`config.mk`:
```
export PLATFORM = sky130hd
export DESIGN_NAME = pipe_hazard_ctrl_flat
export DESIGN_NICKNAME = d
export VERILOG_FILES = /design/src/rtl/pipe_hazard_ctrl_if.sv /design/src/rtl/pipe_hazard_ctrl.sv /design/src/flat_wrapper.sv
export SDC_FILE = /design/constraint.sdc
export NUM_CORES = 1
export LEC_CHECK = 0
export CAP_MARGIN = 20
export CORE_MARGIN = 2
export CORE_UTILIZATION = 35
export CTS_CLUSTER_SIZE = 40
export DETAILED_ROUTE_END_ITERATION = 10
export DONT_BUFFER_PORTS = 1
export SKIP_LAST_GASP = 1
export SLEW_MARGIN = 30
export SYNTH_ARGS = -nofsm -noshare
export SYNTH_HDL_FRONTEND = slang
export SYNTH_SLANG_ARGS = --single-unit
export TNS_END_PERCENT = 100
```
`constraint.sdc`:
```
create_clock -name clk -period 1.7 [get_ports clk]
set_input_delay 0.255 -clock clk [delete_from_list [all_inputs] [get_ports clk]]
set_output_delay 0.255 -clock clk [all_outputs]
set_load 0.03 [all_outputs]
```
`src/rtl/pipe_hazard_ctrl_if.sv`:
```
//==============================================================================
// pipe_hazard_ctrl_if : hazard inputs from D/E/M and the per-stage strobes back
// Rev 1.0
//==============================================================================
`default_nettype none

interface pipe_hazard_ctrl_if;
    logic [4:0] D_rs;
    logic [4:0] D_rt;
    logic [1:0] D_rs_tuse;
    logic [1:0] D_rt_tuse;
    logic [4:0] E_REG_write_number;
    logic [4:0] M_REG_write_number;
    logic       E_REG_write_enable;
    logic       M_REG_write_enable;
    logic [1:0] E_tnew;
    logic [1:0] M_tnew;
    logic       D_md_use;
    logic       E_md_start;
    logic       E_md_is_div;
    logic       D_eret;
    logic       E_mtc0_epc;
    logic       M_mtc0_epc;
    logic       M_exc_req;
    logic       PC_stall;
    logic       FD_stall;
    logic       DE_flush;
    logic       req;
    logic       md_busy;
    logic [3:0] md_cnt;

    modport master (
        output D_rs, D_rt, D_rs_tuse, D_rt_tuse,
        output E_REG_write_number, M_REG_write_number,
        output E_REG_write_enable, M_REG_write_enable,
        output E_tnew, M_tnew,
        output D_md_use, E_md_start, E_md_is_div,
        output D_eret, E_mtc0_epc, M_mtc0_epc, M_exc_req,
        input  PC_stall, FD_stall, DE_flush, req, md_busy, md_cnt
    );

    modport slave (
        input  D_rs, D_rt, D_rs_tuse, D_rt_tuse,
        input  E_REG_write_number, M_REG_write_number,
        input  E_REG_write_enable, M_REG_write_enable,
        input  E_tnew, M_tnew,
        input  D_md_use, E_md_start, E_md_is_div,
        input  D_eret, E_mtc0_epc, M_mtc0_epc, M_exc_req,
        output PC_stall, FD_stall, DE_flush, req, md_busy, md_cnt
    );
endinterface

`default_nettype wire

```
`src/rtl/pipe_hazard_ctrl.sv`:
```
//==============================================================================
// pipe_hazard_ctrl : stall/flush/req generation plus MDU occupancy tracking
// Rev 1.0
//==============================================================================
`default_nettype none

module pipe_hazard_ctrl #(
    parameter int MULT_CYCLES = 5,
    parameter int DIV_CYCLES  = 10
) (
    input  wire logic          clk,
    input  wire logic          reset,
    pipe_hazard_ctrl_if.slave  bus
);

    localparam logic [3:0] MULT_LOAD = 4'(MULT_CYCLES);
    localparam logic [3:0] DIV_LOAD  = 4'(DIV_CYCLES);

    typedef enum logic [0:0] {
        IDLE = 1'b0,
        BUSY = 1'b1
    } md_state_t;

    md_state_t  state;
    logic [3:0] cnt;
    logic       busy;

    logic md_start_eff;
    logic stall_reg;
    logic stall_md;
    logic stall_eret;
    logic stall;

    function automatic logic src_hazard(
        input logic [4:0] src,
        input logic [1:0] tuse,
        input logic [4:0] wnum,
        input logic       we,
        input logic [1:0] tnew
    );
        return (src != 5'd0) && (src == wnum) && we && (tuse < tnew);
    endfunction

    // A start that coincides with exception entry is squashed along with E.
    assign md_start_eff = bus.E_md_start & ~bus.M_exc_req;

    always_ff @(posedge clk or negedge reset) begin
        if (!reset) begin
            state <= IDLE;
            cnt   <= 4'd0;
            busy  <= 1'b0;
        end else begin
            case (state)
                IDLE: begin
                    if (md_start_eff) begin
                        state <= BUSY;
                        busy  <= 1'b1;
                        cnt   <= bus.E_md_is_div ? DIV_LOAD : MULT_LOAD;
                    end
                end
                BUSY: begin
                    if (cnt == 4'd1) begin
                        state <= IDLE;
                        busy  <= 1'b0;
                        cnt   <= 4'd0;
                    end else begin
                        cnt <= cnt - 4'd1;
                    end
                end
                default: begin
                    state <= IDLE;
                    busy  <= 1'b0;
                    cnt   <= 4'd0;
                end
            endcase
        end
    end

    assign stall_reg =
        src_hazard(bus.D_rs, bus.D_rs_tuse, bus.E_REG_write_number, bus.E_REG_write_enable, bus.E_tnew) |
        src_hazard(bus.D_rs, bus.D_rs_tuse, bus.M_REG_write_number, bus.M_REG_write_enable, bus.M_tnew) |
        src_hazard(bus.D_rt, bus.D_rt_tuse, bus.E_REG_write_number, bus.E_REG_write_enable, bus.E_tnew) |
        src_hazard(bus.D_rt, bus.D_rt_tuse, bus.M_REG_write_number, bus.M_REG_write_enable, bus.M_tnew);

    assign stall_md   = bus.D_md_use & (busy | bus.E_md_start);
    assign stall_eret = bus.D_eret & (bus.E_mtc0_epc | bus.M_mtc0_epc);
    assign stall      = stall_reg | stall_md | stall_eret;

    // Registers clear on req anyway, so stalling under req would only hold stale state.
    assign bus.req      = bus.M_exc_req;
    assign bus.PC_stall = stall & ~bus.M_exc_req;
    assign bus.FD_stall = stall & ~bus.M_exc_req;
    assign bus.DE_flush = stall & ~bus.M_exc_req;
    assign bus.md_busy  = busy;
    assign bus.md_cnt   = cnt;

endmodule

`default_nettype wire

```
`src/flat_wrapper.sv`:
```
// flat-port wrapper written by rule: the top's interface ports become plain ports
module pipe_hazard_ctrl_flat 
#(
    parameter int MULT_CYCLES = 5,
    parameter int DIV_CYCLES  = 10
)
  (clk, reset, bus_D_rs, bus_D_rt, bus_D_rs_tuse, bus_D_rt_tuse, bus_E_REG_write_number, bus_M_REG_write_number, bus_E_REG_write_enable, bus_M_REG_write_enable, bus_E_tnew, bus_M_tnew, bus_D_md_use, bus_E_md_start, bus_E_md_is_div, bus_D_eret, bus_E_mtc0_epc, bus_M_mtc0_epc, bus_M_exc_req, bus_PC_stall, bus_FD_stall, bus_DE_flush, bus_req, bus_md_busy, bus_md_cnt);
  pipe_hazard_ctrl_if bus_i ();
  input  wire logic clk;
  input  wire logic reset;
  input wire logic [$bits(bus_i.D_rs)-1:0] bus_D_rs;
  input wire logic [$bits(bus_i.D_rt)-1:0] bus_D_rt;
  input wire logic [$bits(bus_i.D_rs_tuse)-1:0] bus_D_rs_tuse;
  input wire logic [$bits(bus_i.D_rt_tuse)-1:0] bus_D_rt_tuse;
  input wire logic [$bits(bus_i.E_REG_write_number)-1:0] bus_E_REG_write_number;
  input wire logic [$bits(bus_i.M_REG_write_number)-1:0] bus_M_REG_write_number;
  input wire logic [$bits(bus_i.E_REG_write_enable)-1:0] bus_E_REG_write_enable;
  input wire logic [$bits(bus_i.M_REG_write_enable)-1:0] bus_M_REG_write_enable;
  input wire logic [$bits(bus_i.E_tnew)-1:0] bus_E_tnew;
  input wire logic [$bits(bus_i.M_tnew)-1:0] bus_M_tnew;
  input wire logic [$bits(bus_i.D_md_use)-1:0] bus_D_md_use;
  input wire logic [$bits(bus_i.E_md_start)-1:0] bus_E_md_start;
  input wire logic [$bits(bus_i.E_md_is_div)-1:0] bus_E_md_is_div;
  input wire logic [$bits(bus_i.D_eret)-1:0] bus_D_eret;
  input wire logic [$bits(bus_i.E_mtc0_epc)-1:0] bus_E_mtc0_epc;
  input wire logic [$bits(bus_i.M_mtc0_epc)-1:0] bus_M_mtc0_epc;
  input wire logic [$bits(bus_i.M_exc_req)-1:0] bus_M_exc_req;
  output wire logic [$bits(bus_i.PC_stall)-1:0] bus_PC_stall;
  output wire logic [$bits(bus_i.FD_stall)-1:0] bus_FD_stall;
  output wire logic [$bits(bus_i.DE_flush)-1:0] bus_DE_flush;
  output wire logic [$bits(bus_i.req)-1:0] bus_req;
  output wire logic [$bits(bus_i.md_busy)-1:0] bus_md_busy;
  output wire logic [$bits(bus_i.md_cnt)-1:0] bus_md_cnt;
  assign bus_i.D_rs = bus_D_rs;
  assign bus_i.D_rt = bus_D_rt;
  assign bus_i.D_rs_tuse = bus_D_rs_tuse;
  assign bus_i.D_rt_tuse = bus_D_rt_tuse;
  assign bus_i.E_REG_write_number = bus_E_REG_write_number;
  assign bus_i.M_REG_write_number = bus_M_REG_write_number;
  assign bus_i.E_REG_write_enable = bus_E_REG_write_enable;
  assign bus_i.M_REG_write_enable = bus_M_REG_write_enable;
  assign bus_i.E_tnew = bus_E_tnew;
  assign bus_i.M_tnew = bus_M_tnew;
  assign bus_i.D_md_use = bus_D_md_use;
  assign bus_i.E_md_start = bus_E_md_start;
  assign bus_i.E_md_is_div = bus_E_md_is_div;
  assign bus_i.D_eret = bus_D_eret;
  assign bus_i.E_mtc0_epc = bus_E_mtc0_epc;
  assign bus_i.M_mtc0_epc = bus_M_mtc0_epc;
  assign bus_i.M_exc_req = bus_M_exc_req;
  assign bus_PC_stall = bus_i.PC_stall;
  assign bus_FD_stall = bus_i.FD_stall;
  assign bus_DE_flush = bus_i.DE_flush;
  assign bus_req = bus_i.req;
  assign bus_md_busy = bus_i.md_busy;
  assign bus_md_cnt = bus_i.md_cnt;
  pipe_hazard_ctrl #(.MULT_CYCLES(MULT_CYCLES), .DIV_CYCLES(DIV_CYCLES)) u_core (.clk(clk), .reset(reset), .bus(bus_i));
endmodule
```
==> results of run 1 <==
cell families (layout without fill, tap and decap cells):
kind of cell	Yosys count	count (layout)	synth area share, %
and+or+nand+nor	29	29	20.0
AOI/OAI and AO/OA	21	21	18.3
xor gates and xnor gates	20	20	23.1
buffers and inverters	9	11	5.95
adders and majority gates	6	6	9.92
DFF	6	6	19.8
muxes	2	2	2.81
critical path, stage by stage:
cell	delay, ns
inv_1	0.04
ha_1	0.28
a211oi_1	0.06
a22o_1	0.23
a221o_2	0.36
buf_12	0.17
registers in the layout, indices dropped and copies added, names as in the netlist:
| name | flops |
|---|---|
| u_core.bus.md_cnt | 4 |
| u_core.state | 1 |
| u_core.bus.md_busy | 1 |
power groups by stage:
stage | Clock, mW | Sequential, mW | Combinational, mW
2_1_floorplan | 0 | 0.366 | 0.318
3_3_place_gp | 0 | 0.388 | 0.357
3_5_place_dp | 0 | 0.394 | 0.369
4_1_cts | 0.139 | 0.391 | 0.377
5_1_grt | 0.151 | 0.403 | 0.430
6_report | 0.137 | 0.389 | 0.377
layout by cell type (no fill, tap or decap), types with 2 or more instances in the layout:
cell / netlist / layout
xor2_1: 20 / 20
nand2b_1: 8 / 8
nor2_1: 6 / 6
ha_1: 6 / 6
dfrtp_1: 6 / 6
inv_1: 5 / 5
o21ai_0: 6 / 5
a211oi_1: 4 / 4
a21oi_1: 4 / 4
nand2_1: 4 / 4
nor3_1: 3 / 3
nor2b_1: 3 / 3
clkbuf_4: 0 / 3
nor4_1: 4 / 2
nor4_2: 0 / 2
a22o_1: 2 / 2
routing by layer:
| layer | share of wire, % | global-route usage, % |
|---|---|---|
| met3 | 11 | 7.44 |
| met1 | 41 | 17.8 |
| met2 | 47 | 26.3 |
| met4 | 0.53 | 4.95 |
| met5 | 0 | 0 |
final timing paths:
kind / slack (ns) / end / cells past startpoint
max: 0.04 / bus_DE_flush / 6
min: 0.24 / u_core.bus.md_cnt[0] / 3
max reg2reg: 0.37 / u_core.bus.md_cnt[2] / 4
min reg2reg: 0.70 / u_core.bus.md_busy / 1
max in group asynchronous: 1.15 / u_core.bus.md_busy / 1
min in group asynchronous: 0.32 / u_core.bus.md_cnt[3] / 1
repair_timing:
action | 4_1_cts | 5_1_grt
endpoints found under the setup margin | 0 | 3
hold buffers | 1 | 0
gates resized for setup | 0 | 3
hold endpoints to repair | 6 | 0
layout make-up:
cell class	count	area, µm²
clock buffers	3	22.5
fillers	221	1160
inverters	5	18.8
multi-input cells	78	576
flip-flops and latches	6	150
well taps	27	33.8
repair buffers	3	37.5
stage by stage:
stage / power, mW / cell area [µm²]
6_report: 0.903 / 838
3_3_place_gp: 0.745 / 793
4_1_cts: 0.907 / 826
5_1_grt: 0.984 / 838
2_1_floorplan: 0.684 / 766
3_5_place_dp: 0.763 / 793
==> results_dict.tcl, run 1 <==
set metrics [dict create \
    place_inst 118 \
    first_global_vias 748 \
    ys_ff_latch 6 \
    vias_per_cell 5.53 \
    utilization_pct 41.9 \
    period_share_pct 97.4 \
    switching_share_pct 48.3 \
    remaining_drc_errors 0 \
    async_flop_share_pct 100 \
    core_um2 2000 \
    setup_slack_ns 0.0443 \
    max_clock_freq_mhz 604 \
    holdCritPathClass "in -> reg" \
    dr.pass1.iters 4 \
    dr.first_iter.drc_count 3 \
    worstPathMaxFanout 3 \
    fin_tns_setup_ns 0 \
    avgSynthCellArea_um2 8.14 \
    pwr-share-comb_pct 41.7 \
    hp-start "bus_E_md_is_div" \
    wl_um 1890 \
    clockBufferDepth 2 \
    slew_headroom_pct 68.8 \
    vdd_ir_drop_max_mv 1.01 \
    die_w_um 50.5 \
    ys_seq_area_share_pct 19.8 \
    synth_area_um2 757 \
    arrival_ns 1.40 \
    power_switching_mw 0.436 \
    rsz0062_at_grt "false" \
    finalMaxSlewViolations 0 \
    hold_slack_ns 0.243 \
    leakage_nw 0.363 \
    synth_warnings 0 \
    fin_nets 142 \
    synth_edf_count 0 \
    crit_start "bus_E_tnew[1]" \
    internal-power_mw 0.467 \
    startpoint_type "primary input" \
    hpwl_um 1620 \
    endpoint_kind "output port" \
    cts_setup_buffers 0 \
    tightest_slew_ns 0.467 \
    cts_root_buf "clkbuf_4" \
    cts_tree "yes" \
    initial_core_util_pct 37.8 \
    clk_pin_slew_ns 0.05 \
    p_clk_share_pct 15.2 \
    h-tree-depth 1 \
    antenna_found_initial 0 \
    place_congestion 0.879 \
    critPathKind "in -> out" \
    overflow 0 \
    synth.largest_area_cell "xor2_1" \
    wire_per_inst_um 15.5 \
    n_antenna_cell 0 \
    clk_latency_ns 0.25 \
    area.growth.synth_to_final_pct 10.7 \
    synthCells 93 \
    seq_power_share_pct 43.1 \
    required_ns 1.44 \
    io_pins 48 \
    hold_violations 0 \
    synthTopCellsByCount "20 x xor2_1, 8 x nand2b_1" \
    r2r_start "u_core.bus.md_cnt[0]" \
    setup_viol 0 \
    synth.most_common_cell "xor2_1" \
    drv_cap 0 \
    grt_max_degree 12 \
    synth.distinct_cells 24 \
    io_buffers 0 \
    synth.area.top_cells "xor2_1 23%, dfrtp_1 20%, ha_1 9.9%, nand2b_1 6.6%, o21ai_0 4.0%" \
    vias 675 \
    synth_top_area_share_pct 23.1 \
    ant_nets 0 \
    grt_pass1_wl_um 3060 \
    die_y_um 50.5 \
    clkSinkCount 6 \
    grt_use_total_pct 15.8 \
    fin_skew_ns 0.00351 \
    outcome "completed" \
    dpl_worst_slack_ns 0.0373 \
    ys.flop_type "dfrtp_1" \
    synth_fp_nets 138 \
    stdcell_count 122 \
    dieArea_um2 2550 \
    cts_buffers 3 \
    period_minus_slack_ns 1.66 \
    powerDensity_nw_per_um2 1080 \
    row_count 16 \
    drive_gt1_share_pct 9.47 \
]
Power figures use the tool's default switching activity.
==> run 2, diff against run 1 <==
- CTS_CLUSTER_DIAMETER: not set -> 200
- SLEW_MARGIN: 30 -> not set
==> results of run 2 <==
The final DEF is identical to that of run 1; final timing and power are the same.
==> run 3, diff against run 2 <==
- CAP_MARGIN: 20 -> not set
- CORE_MARGIN: 2 -> not set
==> run 3 against run 2 <==
Sequential share of layout area shrank 0.77 points. Clock-buffer cell count is the same. Register-to-register slack is essentially flat. Wire length shrank 0.32%. Power shrank 0.41%. Non-clock buffer count is the same. Setup slack lost 0.013 ns. Sequential cell count is the same. Clock skew shrank 0.0024 ns. First-iteration DRC count grew to 5.7 times the previous value. Fmax shrank 0.79%. Critical endpoint unchanged. Largest power group unchanged. Highest routed layer unchanged.
==> results_dict.tcl, run 3 (synthesized netlist as in run 1, its figures left out) <==
set metrics [dict create \
    outcome "completed" \
    die_y_um 48.5 \
    remaining_drc_errors 0 \
    endpoint "bus_DE_flush" \
    largest_reg_flops 4 \
    overflow 0 \
    regToRegEndpoint "u_core.bus.md_cnt[2]" \
    max_clock_freq_mhz 599 \
    area.sequential_um2 150 \
    cp.depth 7 \
    core_um2 2000 \
    finalMaxSlewViolations 0 \
    vias_per_cell 5.46 \
    dr.first_iter.drc_count 17 \
    layout_common_cells "20 x xor2_1, 7 x nand2b_1, 6 x nor2_1, 6 x dfrtp_1, 5 x o21ai_0" \
    wire_per_inst_um 15.5 \
    grt_use_total_pct 15.4 \
    slew_headroom_pct 69.0 \
    r2r_start "u_core.bus.md_cnt[0]" \
    drv_cap 0 \
    multi_input_area_um2 613 \
    period_minus_slack_ns 1.67 \
    vdd_ir_drop_max_mv 0.981 \
    ant_nets 0 \
    critPathKind "in -> out" \
    hold_violations 0 \
    wl_um 1890 \
    arrival_ns 1.41 \
    leakage_nw 0.365 \
    row_count 16 \
    reg2regPathDepth 4 \
    placed_area_um2 793 \
    clk_pin_slew_ns 0.04 \
    io_pins 48 \
    powerDensity_nw_per_um2 1030 \
    startpoint_type "primary input" \
    first_global_vias 678 \
    critPathBufInv 2 \
    holdCritPathClass "in -> reg" \
    period_share_pct 98.2 \
    layout_commonest_cell "xor2_1" \
    cp_top_family "compound AO/OA/AOI/OAI gates" \
    dieArea_um2 2350 \
    final_area_um2 876 \
    n_antenna_cell 0 \
    slowest_delay_ns 0.41 \
    grt_pass1_wl_um 2860 \
    required_ns 1.44 \
    dpl_worst_slack_ns 0.0320 \
    crit_path_top_delay_cell "a221o_2" \
    setup_slack_ns 0.0311 \
    reg2reg_slack_ns 0.36 \
    antenna_found_initial 0 \
    fillers 197 \
    hpwl_um 1560 \
    cts_root_buf "clkbuf_4" \
    place_congestion 0.834 \
    tightest_slew_ns 0.464 \
    area.growth.synth_to_final_pct 15.7 \
    io_buffers 0 \
    cts_buffers 3 \
    fin_skew_ns 0.00107 \
    cts_tree "yes" \
    die_w_um 48.5 \
    crit_chain "inv_2 -> ha_4 -> nand2b_1 -> nor4_1 -> a22o_1 -> a221o_2 -> buf_12" \
    clockBufferDepth 2 \
    grt_max_degree 12 \
    h-tree-depth 1 \
    endpoint_kind "output port" \
    drive_gt1_share_pct 15.8 \
    dr.pass1.iters 4 \
    setup_viol 0 \
    worstPathMaxFanout 3 \
    fin_nets 142 \
    initial_core_util_pct 37.8 \
    clk_latency_ns 0.24 \
    clkSinkCount 6 \
    crit_start "bus_E_tnew[1]" \
    fin_tns_setup_ns 0 \
    vias 666 \
    rsz0062_at_grt "false" \
]
==> run 3: cell counts in the layout (fill, tap and decap cells not counted) <==
No cell type changed its count.
==> run 3: timing repair <==
| action | 4_1_cts | 5_1_grt |
|---|---|---|
| gates resized for setup | 0 | 10 |
| hold buffers | 1 | 0 |
| hold endpoints to repair | 6 | 0 |
| setup buffers | 0 | 0 |
| endpoints found under the setup margin | 0 | 3 |
==> run 3: worst min-delay path, cell delays in order <==
cell     delay, ns
nor2_1        0.07
a32oi_1       0.06
nand2_1       0.06
==> run 3: per-layer routing <==
metal / global-route usage, % / routed length (µm) / vias up
met4: 1.96 / 16 / 0
met5: 0 / 0 / -
met2: 24.2 / 888 / 40
met3: 8.49 / 212 / 2
li1: - / - / 333
met1: 19.0 / 768 / 291
==> run 3: stage by stage <==
stage                     hold WS [ns]  cells  power, mW  utilization, %
after global routing             0.263    122      0.985            43.8
final                            0.245    122      0.900            43.8
after CTS                        0.235    122      0.896            41.3
after detailed placement       -0.0405    118      0.756            39.6
after floorplan                -0.0406     93      0.684               -
after global placement         -0.0405    118      0.746            39.6
==> run 3: layout make-up <==
cell class                 instances  area share (%)
multi-input combinational         78            70.0
inverter                           5            2.14
tap                               27            3.86
clock buffer                       3            2.57
timing repair buffer               3            4.29
sequential                         6            17.1
==> run 3: worst min-delay path by stage <==
| stage | from | end | slack (ns) | cells after the start |
|---|---|---|---|---|
| 2_1_floorplan | reset | u_core.bus.md_busy | -0.04 | 0 |
| 3_3_place_gp | reset | u_core.bus.md_cnt[2] | -0.04 | 0 |
| 3_5_place_dp | reset | u_core.bus.md_cnt[2] | -0.04 | 0 |
| 4_1_cts | bus_E_md_is_div | u_core.bus.md_cnt[2] | 0.24 | 3 |
| 5_1_grt | bus_E_md_is_div | u_core.bus.md_cnt[2] | 0.26 | 3 |
| 6_report | bus_E_md_is_div | u_core.bus.md_cnt[2] | 0.24 | 3 |
==> run 3: where the power goes <==
| group | switching [mW] | total (mW) | leakage [nW] | internal [mW] |
|---|---|---|---|---|
| logic | 0.196 | 0.383 | 0.280 | 0.188 |
| registers | 0.181 | 0.388 | 0.0719 | 0.207 |
| clock network | 0.0490 | 0.129 | 0.0138 | 0.0797 |
| total | 0.426 | 0.900 | 0.365 | 0.474 |
